$ cat config.mk
export PLATFORM = sky130hd
export DESIGN_NAME = cam_capture_fmt
export DESIGN_NICKNAME = d
export VERILOG_FILES = /design/src/rtl/cam_capture_fmt.sv
export SDC_FILE = /design/constraint.sdc
export NUM_CORES = 1
export LEC_CHECK = 0
export ABC_AREA = 1
export CORE_MARGIN = 4
export CORE_UTILIZATION = 40
export CTS_BUF_LIST = sky130_fd_sc_hd__clkbuf_4 sky130_fd_sc_hd__clkbuf_8
export DETAILED_ROUTE_END_ITERATION = 16
export PLACE_DENSITY = 0.62
export SLEW_MARGIN = 5
export SYNTH_ARGS = -nofsm -noshare
export SYNTH_HDL_FRONTEND = slang
export SYNTH_SLANG_ARGS = --single-unit
$ cat constraint.sdc
create_clock -name CAM_pclk -period 3.8 [get_ports CAM_pclk]
set_clock_uncertainty 0.2 [all_clocks]
set_input_delay 0.95 -clock CAM_pclk [delete_from_list [all_inputs] [get_ports CAM_pclk]]
set_output_delay 0.95 -clock CAM_pclk [all_outputs]
set_load 0.02 [all_outputs]
$ cat src/rtl/cam_capture_fmt.sv
// Camera capture: pairs sensor bytes into pixels, reformats them and writes them to the frame RAM.
// Optional 2:1 decimation in both axes when CAM_DECIM2_EN is defined.
module cam_capture_fmt #(
    parameter int AW    = 15,
    parameter int DW    = 12,
    parameter int IMG_W = 160,
    parameter int IMG_H = 120
) (
    input  logic          CAM_pclk,
    input  logic          rst,
    input  logic [7:0]    CAM_px_data,
    input  logic          CAM_vsync,
    input  logic          CAM_href,
    input  logic [1:0]    fmt_sel,
    output logic          DP_RAM_regW,
    output logic [AW-1:0] DP_RAM_addr_in,
    output logic [DW-1:0] DP_RAM_data_in,
    output logic          frame_done
);

    localparam int CW = $clog2(IMG_W + 1);
    localparam int RW = $clog2(IMG_H + 1);
    localparam logic [CW-1:0] COL_LIM   = CW'(IMG_W);
    localparam logic [RW-1:0] ROW_LIM   = RW'(IMG_H);
    localparam logic [AW-1:0] ADDR_STEP = AW'(IMG_W);
    localparam logic [AW-1:0] ADDR_LAST = AW'(IMG_W * IMG_H - 1);

    typedef enum logic [2:0] {S_SYNC, S_VBLANK, S_LINE, S_B1, S_B2} state_t;

    function automatic logic [11:0] fmt_pix(input logic [1:0] f, input logic [7:0] b1,
                                            input logic [7:0] b2);
        case (f)
            2'd1:    fmt_pix = {b1[7:4], b1[2:0], b2[7], b2[4:1]};
            2'd2:    fmt_pix = {4'b0, b1[7:5], b1[2:0], b2[4:3]};
            default: fmt_pix = {b1[3:0], b2};
        endcase
    endfunction

    state_t        state_q, state_d;
    logic [1:0]    fmt_q, fmt_d;
    logic [7:0]    b1_q, b1_d;
    logic [CW-1:0] col_q, col_d;
    logic [RW-1:0] row_q, row_d;
    logic [AW-1:0] base_q, base_d;
    logic          regw_q, regw_d;
    logic [AW-1:0] addr_q, addr_d;
    logic [DW-1:0] data_q, data_d;
    logic          done_q, done_d;

    logic pix_evt, line_evt, frame_start;
    logic pix_keep, col_adv, row_adv;
    logic [AW-1:0] pix_addr;

`ifdef CAM_DECIM2_EN
    // Column/line parity: only even sensor columns of even sensor lines are kept.
    logic cpar_q, cpar_d, rpar_q, rpar_d;

    always_comb begin
        cpar_d = cpar_q;
        rpar_d = rpar_q;
        if (frame_start) begin
            cpar_d = 1'b0;
            rpar_d = 1'b0;
        end else if (line_evt) begin
            cpar_d = 1'b0;
            rpar_d = ~rpar_q;
        end else if (pix_evt) begin
            cpar_d = ~cpar_q;
        end
    end

    always_ff @(posedge CAM_pclk) begin
        if (rst) begin
            cpar_q <= 1'b0;
            rpar_q <= 1'b0;
        end else begin
            cpar_q <= cpar_d;
            rpar_q <= rpar_d;
        end
    end

    assign pix_keep = ~cpar_q & ~rpar_q;
    assign col_adv  = cpar_q;
    assign row_adv  = rpar_q;
`else
    assign pix_keep = 1'b1;
    assign col_adv  = 1'b1;
    assign row_adv  = 1'b1;
`endif

    assign pix_addr = base_q + AW'(col_q);

    always_comb begin
        state_d     = state_q;
        fmt_d       = fmt_q;
        b1_d        = b1_q;
        col_d       = col_q;
        row_d       = row_q;
        base_d      = base_q;
        regw_d      = 1'b0;
        addr_d      = addr_q;
        data_d      = data_q;
        done_d      = 1'b0;
        pix_evt     = 1'b0;
        line_evt    = 1'b0;
        frame_start = 1'b0;

        case (state_q)
            S_SYNC: if (CAM_vsync) state_d = S_VBLANK;
            S_VBLANK: begin
                if (!CAM_vsync) begin
                    fmt_d       = fmt_sel;
                    col_d       = '0;
                    row_d       = '0;
                    base_d      = '0;
                    frame_start = 1'b1;
                    state_d     = S_LINE;
                end
            end
            // LINE behaves like B1 except that idle href does not end a line.
            S_LINE, S_B1: begin
                if (CAM_vsync) begin
                    state_d = S_VBLANK;
                end else if (CAM_href) begin
                    b1_d    = CAM_px_data;
                    state_d = S_B2;
                end else if (state_q == S_B1) begin
                    line_evt = 1'b1;
                    state_d  = S_LINE;
                end
            end
            S_B2: begin
                if (CAM_vsync) begin
                    state_d = S_VBLANK;
                end else if (CAM_href) begin
                    pix_evt = 1'b1;
                    state_d = S_B1;
                end else begin
                    line_evt = 1'b1;
                    state_d  = S_LINE;
                end
            end
            default: state_d = S_SYNC;
        endcase

        // Counters saturate at the limits: anything past them is clipped anyway.
        if (pix_evt) begin
            if (pix_keep && col_q < COL_LIM && row_q < ROW_LIM) begin
                regw_d = 1'b1;
                addr_d = pix_addr;
                data_d = DW'(fmt_pix(fmt_q, b1_q, CAM_px_data));
                done_d = (pix_addr == ADDR_LAST);
            end
            if (col_adv && col_q < COL_LIM) col_d = col_q + CW'(1);
        end

        if (line_evt) begin
            col_d = '0;
            if (row_adv && row_q < ROW_LIM) begin
                row_d  = row_q + RW'(1);
                base_d = base_q + ADDR_STEP;
            end
        end
    end

    always_ff @(posedge CAM_pclk) begin
        if (rst) begin
            state_q <= S_SYNC;
            fmt_q   <= '0;
            b1_q    <= '0;
            col_q   <= '0;
            row_q   <= '0;
            base_q  <= '0;
            regw_q  <= 1'b0;
            addr_q  <= '0;
            data_q  <= '0;
            done_q  <= 1'b0;
        end else begin
            state_q <= state_d;
            fmt_q   <= fmt_d;
            b1_q    <= b1_d;
            col_q   <= col_d;
            row_q   <= row_d;
            base_q  <= base_d;
            regw_q  <= regw_d;
            addr_q  <= addr_d;
            data_q  <= data_d;
            done_q  <= done_d;
        end
    end

    assign DP_RAM_regW    = regw_q;
    assign DP_RAM_addr_in = addr_q;
    assign DP_RAM_data_in = data_q;
    assign frame_done     = done_q;

endmodule
==> flow_summary_export.csv, run 1 <==
group,metric,value,unit
setup_path,cp.required,3870,ps
logic_synthesis,synth_cells,520,
global_routing,first_global_vias,3189,
clock_tree,cts_tree,"built",
final_layout,multiInputGateArea,0.001964,mm²
clock_tree,htree_levels,3,
logic_synthesis,synth_flop_cell,"dfxtp_1",
logic_synthesis,ys_top_cells_by_area,"dfxtp_1 38%, nand2_1 12%, nor2_1 6.6%",
worst_hold_path,holdCritPathClass,"flop to flop",
setup_path,critPathSlowestCell,"clkdlybuf4s50_1",
setup_path,path_max_fanout,19,
setup_path,crit_type,"input port to flop",
place,dp_hpwl,6.698,mm
die,dieArea,0.01098,mm²
logic_synthesis,synth-seq-area-share,0.3848,
place,numPlacedInstances,663,
power,powerDensity,340.9,mW/mm²
die,rows,35,
final_layout,finalInstanceArea,0.004423,mm²
timing,finalCritPeriodShare,0.6905,
timing,tightest_slew,688.0,ps
timing,hold_viol,0,
drt,drtIter0Drc,147,
drt,routed_wirelength,8.754,mm
timing,setup_violations,0,
setup_path,slowest_delay,570,ps
global_routing,grt_pass1_wl,15.08,mm
flow_run,max_cap_viol_count,0,
timing,slew_violations,0,
clock_tree,clk_pin_slew,90,ps
logic_synthesis,synth_top_cell_by_area,"dfxtp_1",
setup_path,cp.arrival,2690,ps
final_layout,n_antenna_cell,0,
clock_tree,cts_made_buffers,9,
clock_tree,cts_hold_buf,0,
final_layout,drive_gt1_frac,0.08627,
place,dpl_cell_area,0.004252,mm²
logic_synthesis,ys_async_sr_fraction,0,
die,dieHeight,104.8,µm
global_routing,grt_overflow_total,0,
logic_synthesis,yosysWarnings,0,
clock_tree,cts_buffer_depth,2,
drt,num_vias,3404,
clock_tree,clock-sinks,72,
global_routing,grt_max_degree,28,
logic_synthesis,synth_top_area_share,0.3848,
final_layout,fill_cells,929,
logic_synthesis,synth_nets,548,
global_routing,grt_usage,0.1671,
drt,drc,0,
clock_tree,clock-root-buffer,"clkbuf_8",
logic_synthesis,synth_edf_count,0,
timing,setup_tns,0,ps
final_layout,final-seq-area,0.001441,mm²
final_layout,nets,591,
drt,ant_nets,0,
die,core,0.009196,mm²
global_routing,antenna_found_initial,0,
drt,via_per_inst,5.013,
clock_tree,post_cts_buffers,0,
logic_synthesis,synth_area,0.003746,mm²
logic_synthesis,ys_types,44,
outcome,status,"complete, no violations",
drt,wire_per_inst,12.89,µm
die,num_io_pins,43,
timing,fmax,381.1,MHz
final_layout,final_cells,679,
setup_path,cp_cell_sequence,"clkdlybuf4s50_1, nor2_2, nand4_2, nor2_4, inv_2, o31ai_1",
setup_path,end_kind,"flop",
die,die_w,104.8,µm
power,vdd_drop_max,0.0001406,V
logic_synthesis,syn-mean-instance-area,7.204,µm²
power,p_leak,0.001835,µW
die,initial_utilization,0.4073,
clock_tree,cts_resized,0,
timing,slew_headroom,0.5403,
clock_tree,worst_skew_pair.late_latency,350,ps
logic_synthesis,ys_seq_elements,72,
timing,rsz0062_at_grt,"false",
final_layout,area_growth,18.07,%
place,place.port_buffers,42,
place,place_congestion,0.8432,
timing,period_needed,2624,ps
setup_path,start_kind,"input port",
drt,drt_first_pass_iters,4,
final timing paths:
check,from,end,slack [ps],cells after the start
min,base_q[2],base_q[2],230,2
max,CAM_vsync,DP_RAM_data_in[5],1180,6
max reg2reg,col_q[0],frame_done,1470,11
min reg2reg,base_q[2],base_q[2],230,2
cells in the mapped netlist (3+ instances only):
master,n
o21ai_1,7
clkbuf_1,3
nor3_2,3
o31ai_1,9
nor2_4,4
nor3b_1,4
buf_2,3
a22o_1,5
dfxtp_1,72
nand4_1,5
nand3_1,28
nor3_1,9
inv_2,5
a31oi_1,5
ha_1,13
a21oi_1,17
a221oi_1,8
nand2_1,118
nor2_1,66
inv_1,65
o21ai_0,31
xor2_1,4
o31ai_2,3
nand2_2,5
cell type report:
type / count / share of cell area
multi-input cells: 364 / 0.4441
flip-flops and latches: 72 / 0.3259
repair buffers: 43 / 0.09675
inverters: 73 / 0.06308
well taps: 111 / 0.03140
clock buffers: 9 / 0.02801
clock inverters: 7 / 0.01075
registers in the layout, indices dropped and copies added (netlist names):
signal,cells
col_q,8
b1_q,8
DP_RAM_addr_in,15
frame_done,1
DP_RAM_data_in,12
state_q,3
base_q,15
DP_RAM_regW,1
row_q,7
fmt_q,2
worst max-delay path: cells and delay by family:
family | cells | cell delay, ps
AO/OA/AOI/OAI | 1 | 280
buffers and inverters | 2 | 800
AND/OR/NAND/NOR | 3 | 640
layer usage:
layer | share of wire | track usage | routed length (µm)
met3 | 0.043 | 0.04138 | 380
met2 | 0.42 | 0.2534 | 3718
met5 | 0 | 0 | 0
met1 | 0.52 | 0.2343 | 4513
met4 | 0.016 | 0.04967 | 142
report_power, final:
group / internal (µW) / switching (µW) / total, µW
Clock: 236 / 304 / 541
Combinational: 63.0 / 125 / 188
Sequential: 766 / 13.0 / 779
Total: 1070 / 442 / 1510
cells by family after synthesis:
logic type      share of synthesized area
simple gates                       0.3076
compound gates                     0.1563
buf+inv                           0.09084
flops                              0.3848
fa+ha+maj                         0.04877
xor+xnor                          0.01169
cell usage in the layout, fill, tap and decap left out, types with 3 or more instances in the layout:
cell type        netlist  routed
nand2_1              118     118
dfxtp_1               72      72
nor2_1                66      66
inv_1                 65      65
clkdlybuf4s50_1        0      42
o21ai_0               31      31
nand3_1               28      28
a21oi_1               17      17
ha_1                  13      13
o31ai_1                9       9
nor3_1                 9       9
clkbuf_8               0       9
a221oi_1               8       8
o21ai_1                7       7
inv_2                  5       5
nand2_2                5       5
nand4_1                5       5
a31oi_1                5       5
a22o_1                 5       5
nor2_4                 4       4
xor2_1                 4       4
nor3b_1                4       4
o31ai_2                3       3
nor3_2                 3       3
clkinv_2               0       3
stage by stage:
| step | setup slack (ps) | util | hold slack (ps) | total power, µW |
|---|---|---|---|---|
| 2_1_floorplan | 1661 | - | 212.1 | 929.9 |
| 3_3_place_gp | 810.4 | 0.4623 | 218.9 | 981.4 |
| 3_5_place_dp | 789.5 | 0.4623 | 223.7 | 983.7 |
| 4_1_cts | 1168 | 0.4810 | 235.3 | 1525 |
| 5_1_grt | 1027 | 0.4810 | 255.5 | 1588 |
| 6_report | 1176 | 0.4810 | 233.4 | 1508 |
Note: power is estimated with default switching activity, not from simulation.
==> run 2, diff against run 1 <==
- clock period: 3.8 -> 2.5 ns (I/O delays scaled with it)
==> run 2 against run 1 <==
Worst setup slack worse by 940 ps. Critical endpoint is now frame_done. Routed wire length is 0.56% lower. Critical path depth increased by 5. Utilization grew 1.4 points. Via count is 0.47% higher. Clock power grew 96%. Sequential power grew 51%. Largest power group unchanged. First-iteration DRC count increased by 20%. Highest routed layer unchanged.
==> flow_summary_export.csv, run 2 (same netlist as run 1, synthesis figures left out) <==
group,metric,value,unit
worst_hold_path,whs_path_depth,2,
timing,fin_ws,233.0,ps
setup_path,slowest_delay,440,ps
setup_path,critPathSlowestCell,"fa_1",
die,core,0.009196,mm²
timing,fmax,441.1,MHz
power,pwr-share-clk,0.418,
drt,drt_first_pass_iters,4,
drt,drtIter0Drc,177,
power,switching_share,0.2603,
power,internal_power,1883,µW
worst_hold_path,holdCritPathClass,"flop to flop",
die,dieArea,0.01098,mm²
final_layout,fill_cells,909,
die,dieHeight,104.8,µm
place,dp_hpwl,6.640,mm
final_layout,area_growth,21.41,%
setup_path,cp.required,2590,ps
die,num_io_pins,43,
drt,routed_wirelength,8.705,mm
timing,tightest_slew,728.2,ps
clock_tree,cts_buffer_depth,2,
power,combPwrFrac,0.117,
final_layout,nets,599,
power,p_seq_frac,0.465,
place,place.port_buffers,42,
power,power,2546,µW
setup_path,cp.arrival,2360,ps
clock_tree,clk_pin_slew,70,ps
outcome,status,"complete, no violations",
clock_tree,cts_tree,"built",
drt,via_per_inst,4.978,
timing,hold_viol,0,
timing,slew_violations,0,
global_routing,grt_usage,0.1658,
setup_path,worst-path-buf-inv,1,
setup_path,crit_type,"flop to flop",
timing,slew_headroom,0.5135,
drt,wire_per_inst,12.67,µm
setup_path,crit_family,"simple AND/OR/NAND/NOR gates",
power,powerDensity,559.7,mW/mm²
global_routing,grt_overflow_total,0,
timing,finalCritPeriodShare,0.9068,
global_routing,grt_max_degree,28,
drt,num_vias,3420,
drt,ant_nets,0,
die,rows,35,
power,power.switching,662.6,µW
final_layout,n_antenna_cell,0,
global_routing,grt_pass1_wl,15.23,mm
die,initial_utilization,0.4073,
clock_tree,clock-sinks,72,
setup_path,path_depth,11,
setup_path,cpMostUsedCell,"nor2_1",
setup_path,reg2reg_depth,11,
timing,hold_slack,230.8,ps
power,vdd_drop_max,0.0002201,V
die,die_w,104.8,µm
setup_path,start_kind,"flop",
power,p_leak,0.001904,µW
clock_tree,clock-root-buffer,"clkbuf_8",
setup_path,cp_cell_sequence,"ha_2, inv_1, fa_1, or2_2, nor2_1, nand3_1, nor2_1, nand2_1, nor2_1, nand3_1, nor2_1",
clock_tree,worst_skew_pair.late_latency,360,ps
clock_tree,htree_levels,3,
final_layout,drive_gt1_frac,0.1042,
drt,drc,0,
final_layout,most-common-layout-cells,"118 x nand2_1, 71 x dfxtp_1, 66 x nor2_1, 64 x inv_1, 42 x clkdlybuf4s50_1",
timing,rsz0062_at_grt,"false",
place,place_congestion,0.8571,
global_routing,antenna_found_initial,0,
setup_path,end_kind,"flop",
clock_tree,cts_hold_buf,0,
timing,period_needed,2267,ps
setup_path,path_max_fanout,4,
clock_tree,cts_made_buffers,9,
timing,setup_violations,0,
global_routing,first_global_vias,3260,
flow_run,max_cap_viol_count,0,
place,pre_cts_slack,-3.092,ps
final_layout,final_common_cell,"nand2_1",
==> run 2: changes by cell type in the layout (fill, tap and decap cells not counted), sizes merged <==
cell | before | now
inv | 73 | 72
clkbuf | 9 | 11
clkinv | 5 | 4
clkinvlp | 2 | 0
bufinv | 0 | 2
buf | 1 | 9
==> run 2: area by class of cell <==
cell class              count  area (µm²)  share of cell area
clock buffers              11       151.4             0.03329
clock inverters             5       78.83             0.01733
inverters                  73       279.0             0.06135
multi-input cells         364        1967              0.4325
flip-flops and latches     72        1445              0.3177
well taps                 111       138.9             0.03054
repair buffers             51       488.0              0.1073
==> run 2: power groups by stage <==
stage / Clock, µW / Sequential, µW / Combinational [µW]
3_3_place_gp: 0 / 1210 / 293
4_1_cts: 1080 / 1180 / 295
2_1_floorplan: 0 / 1210 / 205
6_report: 1060 / 1180 / 297
3_5_place_dp: 0 / 1210 / 294
5_1_grt: 1130 / 1190 / 334
==> run 2: per-layer routing <==
metal  up-vias  track usage  routed length [µm]
li1       1809            -                   -
met1      1535       0.2294                4507
met2        62       0.2571                3724
met3        14      0.02841                 333
met4         0      0.06467                 140
met5         -            0                   0
==> run 2: worst reg2reg max path, cell delays in order, from the launching register on <==
cell and delay (ps):
dfxtp_4 370, ha_2 190, inv_1 50, fa_1 440
or2_2 300, nor2_1 100, nand3_1 80, nor2_1 130
nand2_1 60, nor2_1 110, nand3_1 70, nor2_1 90
==> run 2: stage by stage <==
step	TNS, ps	area, µm²	instances	utilization
after detailed placement	-3.092	4312	671	0.4688
final	0	4548	687	0.4946
after global placement	0	4312	671	0.4688
after global routing	0	4548	687	0.4946
after CTS	0	4542	687	0.4939
after floorplan	0	3746	520	-
==> run 2: final timing paths <==
kind	from	endpoint	slack, ps
max reg2reg	col_q[0]	frame_done	230
min reg2reg	base_q[2]	base_q[2]	230
min	base_q[2]	base_q[2]	230
max	col_q[0]	frame_done	230
==> run 2: timing repair <==
item	4_1_cts	5_1_grt
endpoints found under the setup margin	0	1
gates resized for setup	0	4
buffers inserted	0	0
endpoints found under the hold margin	0	0
==> run 3, diff against run 2 <==
- SKIP_LAST_GASP: default -> 1
==> results of run 3 <==
Final layout, timing and power as in run 2 (identical DEF).
